--- config.mk ---
export PLATFORM = sky130hd
export DESIGN_NAME = iir_decim_buf
export DESIGN_NICKNAME = d
export VERILOG_FILES = /design/src/rtl/iir_pkg.sv /design/src/rtl/iir_sync_fifo.sv /design/src/rtl/iir_decim_buf.sv
export SDC_FILE = /design/constraint.sdc
export NUM_CORES = 1
export LEC_CHECK = 0
export ABC_CLOCK_PERIOD_IN_PS = 8150
export CORE_MARGIN = 4
export CORE_UTILIZATION = 56
export CTS_BUF_LIST = sky130_fd_sc_hd__clkbuf_8
export DETAILED_ROUTE_END_ITERATION = 12
export DONT_BUFFER_PORTS = 1
export PLACE_DENSITY = 0.73
export SLEW_MARGIN = 5
export SYNTH_ARGS = -nofsm -noshare
export SYNTH_HDL_FRONTEND = slang
export SYNTH_HIERARCHICAL = 1
export SYNTH_SLANG_ARGS = --single-unit
--- constraint.sdc ---
create_clock -name clk -period 8.15 [get_ports clk]
set_input_delay 0 -clock clk [delete_from_list [all_inputs] [get_ports clk]]
set_output_delay 0 -clock clk [all_outputs]
set_load 0.01 [all_outputs]
--- src/rtl/iir_pkg.sv ---
// Shared sample/counter types for the IIR filter and its decimating output buffer.
// No logic, no latency; purely type and constant definitions.
// No backpressure involvement.
package iir_pkg;
    localparam int SAMPLE_W = 16;
    localparam int DROP_W   = 8;

    typedef logic signed [SAMPLE_W-1:0] sample_t;
endpackage

--- src/rtl/iir_sync_fifo.sv ---
// Generic synchronous FIFO with combinational head read and exact occupancy count.
// Latency: a pushed word is visible at pop_dat the cycle after the push.
// Backpressure: push while full is accepted only if a pop happens the same cycle.
module iir_sync_fifo #(
    parameter int W     = 8,
    parameter int DEPTH = 8
) (
    input  logic                     clk,
    input  logic                     rst_n,
    input  logic                     push,
    input  logic [W-1:0]             push_dat,
    input  logic                     pop,
    output logic [W-1:0]             pop_dat,
    output logic                     full,
    output logic                     empty,
    output logic [$clog2(DEPTH):0]   level
);
    localparam int AW    = $clog2(DEPTH);
    localparam int LVL_W = AW + 1;

    logic [W-1:0]    mem [DEPTH];
    logic [AW-1:0]   wr_ptr, rd_ptr;
    logic [LVL_W-1:0] level_q;
    logic            do_push, do_pop;

    assign empty   = (level_q == '0);
    assign full    = (level_q == LVL_W'(DEPTH));
    assign do_pop  = pop && !empty;
    assign do_push = push && (!full || do_pop);
    assign pop_dat = mem[rd_ptr];
    assign level   = level_q;

    always_ff @(posedge clk) begin
        if (!rst_n) begin
            wr_ptr  <= '0;
            rd_ptr  <= '0;
            level_q <= '0;
        end else begin
            if (do_push) wr_ptr <= wr_ptr + AW'(1);
            if (do_pop)  rd_ptr <= rd_ptr + AW'(1);
            case ({do_push, do_pop})
                2'b10:   level_q <= level_q + LVL_W'(1);
                2'b01:   level_q <= level_q - LVL_W'(1);
                default: level_q <= level_q;
            endcase
        end
    end

    // Storage needs no reset: the pointers/level define what is valid.
    always_ff @(posedge clk) begin
        if (rst_n && do_push) mem[wr_ptr] <= push_dat;
    end
endmodule

--- src/rtl/iir_decim_buf.sv ---
// Block-average decimator (DECIM:1) feeding an output FIFO; IIR_DECIM_SAT_EN selects saturation over wrap.
// Latency: averaged sample valid on data_out the cycle after the DECIM-th accepted input (FIFO empty).
// Backpressure: valid/ready on the output; a decimated sample arriving at a full FIFO is dropped and counted.
module iir_decim_buf
    import iir_pkg::*;
#(
    parameter int DECIM      = 4,
    parameter int OUT_W      = 12,
    parameter int FIFO_DEPTH = 8
) (
    input  logic                          clk,
    input  logic                          rst_n,
    input  logic signed [SAMPLE_W-1:0]    data_in,
    input  logic                          in_valid,
    output logic signed [OUT_W-1:0]       data_out,
    output logic                          out_valid,
    input  logic                          out_ready,
    output logic [$clog2(FIFO_DEPTH):0]   level,
    output logic [DROP_W-1:0]             drop_cnt
);
    localparam int LOG2D = $clog2(DECIM);
    localparam int ACC_W = SAMPLE_W + LOG2D;
    localparam logic [LOG2D-1:0] PH_LAST = LOG2D'(DECIM - 1);

    if (DECIM < 2 || DECIM > 64 || (DECIM & (DECIM - 1)) != 0) begin : g_bad_decim
        $error("iir_decim_buf: DECIM must be a power of 2 in 2..64");
    end
    if (FIFO_DEPTH < 2 || (FIFO_DEPTH & (FIFO_DEPTH - 1)) != 0) begin : g_bad_depth
        $error("iir_decim_buf: FIFO_DEPTH must be a power of 2 >= 2");
    end

    logic signed [ACC_W-1:0] acc, sum;
    logic [LOG2D-1:0]        phase;
    sample_t                 avg;
    logic signed [OUT_W-1:0] avg_red, head, hold;
    logic                    blk_done, pop, full, empty;
    logic [DROP_W-1:0]       drops;

    // ACC_W holds the sum of DECIM full-scale samples, so no overflow is possible.
    assign sum      = acc + {{LOG2D{data_in[SAMPLE_W-1]}}, data_in};
    assign avg      = sample_t'(sum >>> LOG2D);
    assign blk_done = in_valid && (phase == PH_LAST);
    assign pop      = !empty && out_ready;

`ifdef IIR_DECIM_SAT_EN
    localparam sample_t MAXV = sample_t'((1 << (OUT_W - 1)) - 1);
    localparam sample_t MINV = sample_t'(-(1 << (OUT_W - 1)));

    always_comb begin
        avg_red = OUT_W'(avg);
        if (avg > MAXV)      avg_red = OUT_W'(MAXV);
        else if (avg < MINV) avg_red = OUT_W'(MINV);
    end
`else
    assign avg_red = OUT_W'(avg);
`endif

    always_ff @(posedge clk) begin
        if (!rst_n) begin
            acc   <= '0;
            phase <= '0;
            drops <= '0;
            hold  <= '0;
        end else begin
            if (blk_done) begin
                acc   <= '0;
                phase <= '0;
            end else if (in_valid) begin
                acc   <= sum;
                phase <= phase + LOG2D'(1);
            end
            if (blk_done && full && !pop && drops != '1) drops <= drops + DROP_W'(1);
            if (pop) hold <= head;
        end
    end

    iir_sync_fifo #(
        .W     (OUT_W),
        .DEPTH (FIFO_DEPTH)
    ) u_fifo (
        .clk      (clk),
        .rst_n    (rst_n),
        .push     (blk_done),
        .push_dat (avg_red),
        .pop      (pop),
        .pop_dat  (head),
        .full     (full),
        .empty    (empty),
        .level    (level)
    );

    // Once drained, keep showing the last popped sample rather than stale storage.
    assign data_out  = empty ? hold : head;
    assign out_valid = !empty;
    assign drop_cnt  = drops;
endmodule

; Word-level counts from Yosys, hierarchy flattened
; Memories as Yosys holds them, arrays and structs flattened. A register that Yosys moved wholly into a read port is not among the register bits.
; Index checks and enable logic that the tools add are counted.
[word_totals]
ff_bits = 50
out_inout_bits = 25
ramBits = 96
mem_count = 1
[classes]
n_addsub = 7
reduce_logical = 15
bitwise = 1
eq_ne = 5
mux = 6
[memory_table]
columns = name, depth, width, read_ports, rd_ports_with_merged_regs, wr, line_no
row1 = u_fifo.mem, 8, 12, 1, 1, 1, iir_sync_fifo.sv:21  ; logic [W-1:0] mem [DEPTH];
[op_table]
columns = cell, n
row1 = 18-bit adder, 1
row2 = 12-bit two-way mux, 1
row3 = "8-bit by 1-bit adder with 8-bit output, second input constant", 1
row4 = 1-bit logical AND, 8
row5 = "8-bit inequality test, second input constant", 1
row6 = 4-bit case mux with 2 select lines, 1
row7 = "3-bit by 1-bit adder with 3-bit output, second input constant", 2
row8 = 3-bit two-way mux, 2
row9 = "4-bit by 1-bit adder with 4-bit output, second input constant", 1
row10 = "2-bit == test, second input constant", 2
row11 = "4-bit == test, second input constant", 1
row12 = 4-bit zero test, 1
row13 = "4-bit by 1-bit subtractor with 4-bit output, second input constant", 1
row14 = 1-bit zero test, 3
row15 = "2-bit by 1-bit adder with 2-bit output, second input constant", 1
row16 = "2-bit by 1-bit == test with 1-bit output, second input constant", 1
row17 = 1-bit two-way mux, 2
row18 = 2-bit nonzero test, 1
row19 = 2-bit OR reduction, 1
row20 = 1-bit logical OR, 1
row21 = 1-bit inverter, 1

; Logic depth before layout (Yosys ltp)
[depth]
depth_word = 9
ltp_mapped = 14
ltp_nobuf = 12

; Modules after synthesis
; Netlist, hierarchy kept.
[modules_own_cells]
columns = module, instances, cells_each, area_per_inst_um2
row1 = iir_sync_fifo, 1, 224, 4478.0
row2 = iir_decim_buf, 1, 241, 2122.0

; Worst setup path before layout
; No wires, ideal clock.
[synth_timing]
kind = reg-to-reg
startpoint = register u_fifo.level_q[0] (netlist: u_fifo/level[0])
endpoint = memory u_fifo/mem[1][0] (netlist name) (enable)
path_buffers = 2
setup_time_ns = 0.412
t_required_ns = 7.738
arrival_time_ns = 3.149
path_stages_with_launch = 10
setup_slack_ns = 4.589
synth_period_minus_slack_ns = 3.561
cell_sequence = dfxtp_1 or3_1 buf_6 nor2_1 nand2b_1 inv_1 clkbuf_1 nand2b_1 o21ai_4 nor4_1
[synth_via]
elab_chain_len = 9
[synth_rtl]
columns = item, line_no
row1 = "start, declared", iir_sync_fifo.sv:23  ; logic [LVL_W-1:0] level_q;
row2 = "start signal, assigned", iir_sync_fifo.sv:42  ; 2'b10: level_q <= level_q + LVL_W'(1);
row3 = "start signal, assigned", iir_sync_fifo.sv:43  ; 2'b01: level_q <= level_q - LVL_W'(1);
row4 = "start signal, assigned", iir_sync_fifo.sv:44  ; default: level_q <= level_q;
row5 = 4-bit zero test, iir_sync_fifo.sv:26  ; assign empty = (level_q == '0);
row6 = via empty, iir_decim_buf.sv:36  ; logic blk_done, pop, full, empty;
row7 = 1-bit zero test, iir_decim_buf.sv:43  ; assign pop = !empty && out_ready;
row8 = 1-bit logical AND, iir_decim_buf.sv:43
row9 = via pop, iir_decim_buf.sv:36
row10 = 1-bit logical AND, iir_sync_fifo.sv:28  ; assign do_pop = pop && !empty;
row11 = 1-bit logical OR, iir_sync_fifo.sv:29  ; assign do_push = push && (!full || do_pop);
row12 = 1-bit logical AND, iir_sync_fifo.sv:29
row13 = 1-bit logical AND, iir_sync_fifo.sv:51  ; if (rst_n && do_push) mem[wr_ptr] <= push_dat;
row14 = 1-bit two-way mux, iir_sync_fifo.sv:51
row15 = 1-bit two-way mux (implied by the code), iir_sync_fifo.sv:51
row16 = "end, declared", iir_sync_fifo.sv:21
; The timed path passes the listed nets, and every way through them passes these cells.

; Worst setup path after layout
[layout_timing]
startpoint = register u_fifo.level_q[1] (netlist: u_fifo/level[1])
endpoint = register u_fifo.level_q[3] (netlist: u_fifo/level[3])
[layout_via]
elab_chain_len = 8
[layout_rtl]
columns = item, line_no
row1 = 4-bit zero test *, iir_sync_fifo.sv:26
row2 = via empty, iir_decim_buf.sv:36
row3 = 1-bit zero test *, "iir_sync_fifo.sv:28, iir_decim_buf.sv:43"
row4 = 1-bit logical AND, iir_decim_buf.sv:43
row5 = 1-bit logical AND *, iir_sync_fifo.sv:28
row6 = 1-bit logical OR, iir_sync_fifo.sv:29
row7 = 1-bit logical AND, iir_sync_fifo.sv:29
row8 = 2-bit by 1-bit == test with 1-bit output or 2-bit == test (tied branches), iir_sync_fifo.sv:41  ; case ({do_push, do_pop})
row9 = 4-bit case mux with 2 select lines or 2-bit nonzero test (tied branches), --
; Mark *: on every way through the listed nets, which the timed path passes. The rest lies on a longest branch.
; A chain may end at the register's enable or synchronous reset.

==> flow_summary.yaml <==
grt:
  grt_use_met3_pct: 5.70
  grt_use_total_pct: 19.6
  antenna_found_initial: 0
  met2_usage_pct: 31.1
  top_usage_layer: "met2"
  met1_usage_pct: 25.7
  grt_max_degree: 33
  grt_pass1_vias: 3865
  grt_pass1_wl_mm: 19.7
  overflow: 0
worst_setup_path:
  arrival_ns: 4.92
  r2r_slack_ns: 3.56
  start_kind: "register"
  crit_path_start: "u_fifo/level[1]$_SDFFE_PN0P_"
  cp-end-kind: "register"
  r2r_cells: 12
  cp_data_required_time_ns: 8.48
  r2r-start: "u_fifo/level[1]$_SDFFE_PN0P_"
  critPathMaxStageDelay_ns: 0.85
  path_max_fanout: 20
  slowest_stage: "nor2_1"
  cp_cell_sequence: "or3_1, nor2_1, nand2b_1, inv_1, o21ai_2, nand2b_1, inv_1, ha_1, a21oi_1, nand4_1, a32o_1, o21a_1"
  path_class: "reg -> reg"
  r2r_end: "u_fifo/level[3]$_SDFFE_PN0P_"
sta:
  hold_violations: 0
  finClkSkew_ns: 0.00655
  slew_viol_final: 0
  worst_slew_pin_slew_ns: 1.14
  min_period_ns: 4.59
  relSlewSlack_pct: 24.2
  rsz0062_at_grt: "no"
  setup_tns_ns: 0
  fin_crit_sh_pct: 56.3
  fmax_mhz: 218
  finalSetupViolCount: 0
cts:
  clk_latency_ns: 0.44
  cts_buffers: 17
  cts_root_buf: "clkbuf_8"
  cts_sinks: 145
  clock_path_buffers: 2
  ctsHtreeMaxLevel: 4
  clk_pin_slew_worst_paths_ns: 0.08
  hold_buffers: 5
  cts_setup_buffers: 0
  cts_tree: "done"
  postCtsResizedCells: 0
routing:
  first_pass_iters: 5
  num_vias: 3748
  ant_nets: 0
  drc_errors: 0
  wl_per_cell_um: 19.3
  viasPerCell: 5.93
  first_iter_violations: 260
  routed_wl_mm: 12.2
synthesis:
  synth_common_cells: "edfxtp_1 (96), dfxtp_1 (49), nand2_1 (37)"
  ys.flop_type: "edfxtp_1"
  syn_nets: 506
  yosysTopAreaCell: "edfxtp_1"
  syn_inst: 465
  synthArstFlopShare_pct: 0
  ys_seq_area_share_pct: 58.5
  netlist_area_mm2: 0.00660
  synth_edf_count: 96
  yosys-top-cells-area: "edfxtp_1 (44%), dfxtp_1 (15%), mux4_1 (6.4%), mux2_2 (4.1%), ha_1 (3.6%)"
  synth-seq-cells: 145
  yosysWarnings: 6
  avgSynthCellArea_um2: 14.2
  synth.top_cell.area_share_pct: 43.7
  synth_most_common_cell: "edfxtp_1"
  ys_types: 58
finish:
  fin_area_mm2: 0.00710
  nFillCells: 885
  areaGrowthSynthToFinish_pct: 7.64
  diodes: 0
  finalCoreUtilization_pct: 62.0
  drive_above_1_share_pct: 15.5
  nNetsFinal: 517
place:
  postPlaceCellArea_mm2: 0.00670
  dp_hpwl_mm: 7.92
  gp_congestion: 0.853
  numPortBuffers: 0
power_and_ir_drop:
  p_int_mw: 1.15
  ir_drop_v: 0.000132
  p_leak_nw: 2.49
  power_density_mw_per_mm2: 217
  p_sw_share_pct: 25.4
  pwr-share-clk_pct: 32.8
  power.switching_mw: 0.391
  seqPwrFrac_pct: 55.9
  combPwrFrac_pct: 11.3
flow_run:
  maxCapViolations: 0
floorplanning:
  die-area_mm2: 0.0136
  initial_utilization_pct: 57.6
  io_pins: 45
  core_region_area_mm2: 0.0115
  fp.dieW_um: 117
  num_rows: 39
  die_y_um: 117
worst_hold_path:
  hold_class: "in -> reg"
  holdPathEnd: "acc[13]$_SDFFE_PP0P_"
  hold_start: "data_in[13]"
  holdPathStages: 4
run_status:
  status: "complete, no violations"
-- final cells by class --
type	instances	area, um^2	area share, %
flip-flops and latches	145	3860	54.4
multi-input cells	286	2550	35.9
clock buffers	17	234	3.29
well taps	143	179	2.52
clock inverters	15	121	1.71
repair buffers	11	95.1	1.34
inverters	15	56.3	0.793
-- metrics by stage --
step                      setup WS [ns]  hold slack [ns]  std cells  power [mW]
after detailed placement           3.52            0.104        595        1.04
after floorplan                    4.59            0.168        465        1.00
after CTS                          3.50          0.00877        632        1.55
after global routing               3.10           0.0312        632        1.61
after global placement             3.64            0.101        595        1.03
final                              3.56           0.0465        632        1.54
-- worst max-delay path by stage --
stage                     cells past startpoint                            to  slack [ns]
after floorplan                               9    u_fifo/mem[1][0]$_DFFE_PP_        4.59
after global placement                       12  u_fifo/level[3]$_SDFFE_PN0P_        3.64
after detailed placement                     12  u_fifo/level[3]$_SDFFE_PN0P_        3.52
after CTS                                    12  u_fifo/level[3]$_SDFFE_PN0P_        3.50
after global routing                         12  u_fifo/level[3]$_SDFFE_PN0P_        3.10
final                                        12  u_fifo/level[3]$_SDFFE_PN0P_        3.56
-- critical path, delay by kind of cell, from the launching register on --
kind | cells | cell delay, ns
AO/OA/AOI/OAI | 4 | 0.98
adder cells (fa/ha/maj) | 1 | 0.32
buffers and inverters | 2 | 0.51
flip-flops | 1 | 0.41
AND/OR/NAND/NOR | 5 | 2.25
-- flip-flops by register name, indices dropped and copies added (netlist names), named ones only --
register / flops
hold: 12
phase: 2
drop_cnt: 8
u_fifo/rd_ptr: 3
acc: 14
u_fifo/wr_ptr: 3
u_fifo/level: 4
u_fifo/mem: 96
-- per-layer routing --
layer | vias up | share of wire (%)
met5 | - | 0
met4 | 0 | 1.5
met3 | 17 | 5.4
met2 | 107 | 48
met1 | 1842 | 45
li1 | 1782 | -
-- logic make-up (layout without fill, tap and decap cells) --
family          Yosys count  after routing  share of synthesized area (%)
flops                   145            145                           58.5
simple gates            114            114                           8.02
compound gates           65             65                           7.58
mux                      58             58                           14.7
buf+inv                  34             58                           3.22
xor+xnor                 28             28                           3.72
fa+ha+maj                21             21                           4.21
-- cells in the final DEF, fill, tap and decap left out, drive strengths merged, types with 7 or more instances in the layout --
cell	count
xor2	9
nand3	7
xnor2	19
dfxtp	49
edfxtp	96
clkinv	11
mux2	24
a21oi	13
nor2	32
mux2i	10
a21boi	14
clkbuf	17
inv	16
nand2	37
and2	8
mux4	24
ha	19
-- power by group through the flow --
| stage | combinational, mW | sequential (mW) | clock [mW] |
|---|---|---|---|
| 4_1_cts | 0.174 | 0.860 | 0.520 |
| 6_report | 0.174 | 0.860 | 0.505 |
| 3_5_place_dp | 0.167 | 0.877 | 0 |
| 5_1_grt | 0.198 | 0.862 | 0.552 |
| 2_1_floorplan | 0.128 | 0.874 | 0 |
| 3_3_place_gp | 0.157 | 0.876 | 0 |
(Power assumes the default switching activity.)
